$ cat config.mk
export PLATFORM = sky130hd
export DESIGN_NAME = aes_result_display
export DESIGN_NICKNAME = d
export VERILOG_FILES = /design/src/rtl/aes_result_display.sv
export SDC_FILE = /design/constraint.sdc
export NUM_CORES = 1
export LEC_CHECK = 0
export ABC_CLOCK_PERIOD_IN_PS = 15800
export CORE_MARGIN = 5
export CORE_UTILIZATION = 45
export DETAILED_ROUTE_END_ITERATION = 8
export MAX_ROUTING_LAYER = met4
export PLACE_DENSITY = 0.72
export SLEW_MARGIN = 20
export SYNTH_ARGS = -nofsm -noshare
export SYNTH_HDL_FRONTEND = slang
export SYNTH_SLANG_ARGS = --single-unit
$ cat constraint.sdc
create_clock -name clk -period 15.8 [get_ports clk]
set_input_delay 3.16 -clock clk [delete_from_list [all_inputs] [get_ports clk]]
set_output_delay 3.16 -clock clk [all_outputs]
set_load 0.01 [all_outputs]
$ cat src/rtl/aes_result_display.sv
// aes_result_display
//   Sits downstream of the AES encrypt core. On a start request it pulses
//   the encryptor's load input for one cycle. It then waits for the valid
//   strobe and captures the 128-bit ciphertext. The captured block is shown
//   one 32-bit word at a time on the seven-segment LED bus. A debounced,
//   active-low pushbutton steps through the four words.
//
// Ports
//   clk      in   system clock
//   rst      in   asynchronous, active-high reset
//   btn      in   raw pushbutton, active-low, asynchronous to clk
//   start    in   request a new encryption (level, sampled every cycle)
//   load     out  one-cycle pulse to the encryptor's load input
//   valid    in   encryptor result strobe; ct is valid while high
//   ct       in   ciphertext from the encryptor (BLK_W bits)
//   busy     out  high while a load is issued or a result is awaited
//   word_idx out  index of the word currently displayed (0 = ct[127:96])
//   seg_led  out  displayed ciphertext word (WORD_W bits)
//
// All outputs are driven straight from flops, so there is no combinational
// path from any input to any output. BLK_W must equal 4*WORD_W, and
// DB_CYCLES must be at least 2.
module aes_result_display #(
  parameter int DB_CYCLES = 1000,
  parameter int BLK_W     = 128,
  parameter int WORD_W    = 32
) (
  input  logic              clk,
  input  logic              rst,
  input  logic              btn,
  input  logic              start,
  output logic              load,
  input  logic              valid,
  input  logic [BLK_W-1:0]  ct,
  output logic              busy,
  output logic [1:0]        word_idx,
  output logic [WORD_W-1:0] seg_led
);

  localparam int CNT_W = $clog2(DB_CYCLES + 1);
  // The counter clears in the same cycle it would reach DB_CYCLES, so the
  // last value it ever holds is DB_CYCLES-1.
  localparam logic [CNT_W-1:0] DB_LAST = CNT_W'(DB_CYCLES - 1);

  typedef enum logic [1:0] {
    S_IDLE = 2'd0,
    S_LOAD = 2'd1,
    S_WAIT = 2'd2,
    S_SHOW = 2'd3
  } state_t;

  state_t state_reg, state_next;

  // ------------------------------------------------------------------
  // Button path: 2-flop synchronizer, level debouncer, press detector
  // ------------------------------------------------------------------
  logic             btn_meta_reg;
  logic             btn_s_reg;
  logic             btn_db_reg;
  logic             press_reg;
  logic [CNT_W-1:0] db_cnt_reg;

  always_ff @(posedge clk or posedge rst) begin
    if (rst) begin
      btn_meta_reg <= 1'b1;
      btn_s_reg    <= 1'b1;
      btn_db_reg   <= 1'b1;
      db_cnt_reg   <= '0;
      press_reg    <= 1'b0;
    end else begin
      btn_meta_reg <= btn;
      btn_s_reg    <= btn_meta_reg;
      press_reg    <= 1'b0;
      if (btn_s_reg == btn_db_reg) begin
        db_cnt_reg <= '0;
      end else if (db_cnt_reg == DB_LAST) begin
        // The new level has been stable long enough, so accept it.
        // Only the release->press edge (1->0) raises an event.
        btn_db_reg <= btn_s_reg;
        db_cnt_reg <= '0;
        press_reg  <= ~btn_s_reg;
      end else begin
        db_cnt_reg <= db_cnt_reg + 1'b1;
      end
    end
  end

  // ------------------------------------------------------------------
  // Captured ciphertext, split into display words (word 0 = MS word)
  // ------------------------------------------------------------------
  logic [BLK_W-1:0]  ct_q_reg;
  logic [WORD_W-1:0] ct_words [4];

  generate
    for (genvar gi = 0; gi < 4; gi++) begin : g_words
      assign ct_words[gi] = ct_q_reg[BLK_W-1-WORD_W*gi -: WORD_W];
    end
  endgenerate

  // ------------------------------------------------------------------
  // FSM
  // ------------------------------------------------------------------
  logic capture;
  logic advance;

  always_ff @(posedge clk or posedge rst) begin
    if (rst) state_reg <= S_IDLE;
    else     state_reg <= state_next;
  end

  always_comb begin
    state_next = state_reg;
    capture    = 1'b0;
    advance    = 1'b0;
    case (state_reg)
      S_IDLE: if (start) state_next = S_LOAD;
      S_LOAD: state_next = S_WAIT;
      S_WAIT: begin
        if (valid) begin
          capture    = 1'b1;
          state_next = S_SHOW;
        end
      end
      S_SHOW: begin
        // start has priority: a coincident press is dropped.
        if (start)          state_next = S_LOAD;
        else if (press_reg) advance    = 1'b1;
      end
      default: state_next = S_IDLE;
    endcase
  end

  // ------------------------------------------------------------------
  // Registered outputs
  // ------------------------------------------------------------------
  logic              load_reg;
  logic              busy_reg;
  logic [1:0]        word_idx_reg;
  logic [1:0]        word_idx_inc;
  logic [WORD_W-1:0] seg_led_reg;

  assign word_idx_inc = word_idx_reg + 2'd1;  // wraps 3 -> 0

  always_ff @(posedge clk or posedge rst) begin
    if (rst) begin
      load_reg     <= 1'b0;
      busy_reg     <= 1'b0;
      ct_q_reg     <= '0;
      word_idx_reg <= '0;
      seg_led_reg  <= '0;
    end else begin
      // Decoded from the next state so load/busy line up with the state.
      load_reg <= (state_next == S_LOAD);
      busy_reg <= (state_next == S_LOAD) || (state_next == S_WAIT);
      if (capture) begin
        ct_q_reg     <= ct;
        word_idx_reg <= 2'd0;
        seg_led_reg  <= ct[BLK_W-1 -: WORD_W];
      end else if (advance) begin
        word_idx_reg <= word_idx_inc;
        seg_led_reg  <= ct_words[word_idx_inc];
      end
      // In all other cases the display holds. IDLE is only reachable
      // through reset, so the display is already zero there.
    end
  end

  assign load     = load_reg;
  assign busy     = busy_reg;
  assign word_idx = word_idx_reg;
  assign seg_led  = seg_led_reg;

endmodule

==> reports/qor.yml <==
outcome:
  status: "complete, no violations"
drt:
  wl_met2_mm: 9.579
  postRouteAntennaNets: 0
  initialDrtViolationCount: 460
  highest_layer: "met4"
  routedWlPerCell_um: 16.18
  drc_errors: 0
  dr.pass1.iters: 5
  vias: 6489
  finalWirelength_mm: 20.23
  wl_met1_mm: 9.232
  via_per_inst: 5.191
  dr_wl_met3_mm: 1.262
timing:
  timing.fmax_ghz: 0.1768
  worstMarginPinSlew_ns: 0.9378
  hold_viol: 0
  fin_setup_tns_ns: 0
  rsz0062_at_grt: "false"
  finalCriticalPeriod_ns: 5.657
  final.setup_skew_ns: 0.01562
  finalSetupViolCount: 0
  post-route-period-util_pct: 35.81
  slew_viol_final: 0
  relSlewSlack_pct: 37.48
finish:
  diodes: 0
  stdcell_area_mm2: 0.01040
  synthToLayoutAreaGrowth_pct: 28.56
  largest_reg_flops: 128
  nNetsFinal: 1147
  layout-drive-gt1-share_pct: 8.325
clocking:
  cts-resized-gates: 0
  cts-root-buf: "clkbuf_16"
  post_cts_buffers: 0
  htree_levels: 4
  cts_tree: "yes"
  clock-sinks: 180
  clkLatencyLatePin_ns: 0.43
  cts_buffers: 17
  holdBufCountCts: 0
  clk_pin_slew_ns: 0.07
  cts_buffer_depth: 2
placed_design:
  dp_hpwl_mm: 12.85
  io_buffers: 168
  place_congestion: 0.7573
  dpl-instance-area_mm2: 0.009857
synthesis:
  synth_top_area_share_pct: 54.74
  yosysMostFrequentCell: "nand2_1"
  syn_inst: 873
  synth_nets: 1012
  synth_edf_count: 0
  async_reset_ff_share_pct: 100.0
  synth-seq-cells: 180
  ys_warn_count: 0
  yosysSeqAreaShare_pct: 55.71
  synth_common_cells: "396 x nand2_1, 177 x dfrtp_1, 47 x nand3b_1"
  ys.flop_type: "dfrtp_1"
  netlist_area_mm2: 0.008092
  syn_avg_cell_area_um2: 9.269
  synthTopCellsByArea: "dfrtp_1 55%, nand2_1 18%, nand3b_1 4.4%, mux4_2 2.5%, a31o_2 2.5%"
  yosysTopAreaCell: "dfrtp_1"
  ys_types: 38
global_routing:
  grt_max_degree: 93
  overflow: 0
  track_usage_pct: 20.70
  grt_pass1_wl_mm: 33.07
  grt_pass1_vias: 6459
  antenna_found_initial: 0
power_and_ir_drop:
  max-vdd-ir-drop_uv: 109.7
  leakage_nw: 4.751
  powerDensity_mw_per_mm2: 165.4
setup_path:
  worst_setup_path_end_kind: "register"
  rrSetupSlack_ns: 12.61
  start_kind: "primary input"
  crit_fanout: 73
  cp_data_arrival_time_ns: 6.00
  path_class: "primary input to register"
  critPathRequiredTime_ns: 16.14
floorplanning:
  core_mm2: 0.01784
  pin_count: 169
  die_area_mm2: 0.02076
  rows: 49
  dieHeight_um: 144.1
  start_util_pct: 45.35
  die_w_um: 144.1
run:
  drv_cap: 0
hold_path:
  hold_path_class: "register to register"
critical path: stages:
cell	delay, ns
clkdlybuf4s50_1	0.58
and2_4	0.54
buf_4	0.59
buf_4	0.65
nand2_1	0.20
a31oi_1	0.17
kinds of logic (layout without fill, tap and decap cells):
family,Yosys count,after routing,share of synthesized area (%)
xor+xnor,6,6,0.6496
compound gates,102,102,9.355
fa+ha+maj,6,6,0.9278
flops,180,180,55.71
mux,10,10,2.644
buf+inv,70,218,4.129
simple gates,499,499,26.58
final timing paths:
check                             startpoint           end  depth (start not counted)
worst max-delay path                   valid   seg_led[12]                          6
worst min-delay path            btn_meta_reg     btn_s_reg                          0
worst max register to register  state_reg[0]   seg_led[12]                          7
worst min register to register  btn_meta_reg     btn_s_reg                          0
max in group asynchronous                rst  ct_q_reg[42]                          4
min in group asynchronous                rst  ct_q_reg[24]                          2
cells in the final DEF (no fill, tap or decap), drive strengths merged, types with 4 or more instances in the layout:
| master | instances |
|---|---|
| ha | 6 |
| nand2 | 396 |
| clkbuf | 18 |
| clkinvlp | 5 |
| or3 | 5 |
| nand3b | 47 |
| a31o | 23 |
| inv | 16 |
| nor3 | 23 |
| mux4 | 9 |
| buf | 10 |
| a21oi | 16 |
| a32oi | 23 |
| nor2 | 13 |
| a31oi | 25 |
| and3 | 4 |
| clkdlybuf4s50 | 168 |
| o21ai | 4 |
| dfrtp | 177 |
power by group:
group / total, mW / leakage (nW) / switching [mW] / internal, mW
Combinational: 0.554 / 2.28 / 0.289 / 0.265
Sequential: 0.770 / 2.22 / 0.109 / 0.662
Clock: 0.395 / 0.252 / 0.190 / 0.206
Total: 1.72 / 4.75 / 0.588 / 1.13
per-layer routing:
metal	vias up	track usage [%]
met2	181	31.33
met3	14	4.663
li1	3195	-
met5	-	-
met1	3099	29.17
met4	0	3.816
layout make-up:
class                      instances  area, um^2
clock buffer                      18       429.2
tap                              229       286.5
timing repair buffer             178        1757
multi-input combinational        623        3268
fill                            1563        7438
inverter                           8       35.03
clock inverter                    14       116.4
sequential                       180        4511
per-stage QoR:
step	hold WS [ns]	util, %	total power [mW]	worst slack, ns	std cells
after floorplan	0.3452	-	1.118	7.758	873
after global placement	0.3453	55.25	1.315	9.772	1218
after detailed placement	0.3468	55.25	1.336	9.702	1218
after CTS	0.3569	58.31	1.739	10.15	1250
after global routing	0.3599	58.31	1.853	9.912	1250
final	0.3566	58.31	1.720	10.14	1250
No activity file was read; power rests on OpenSTA's default activity.
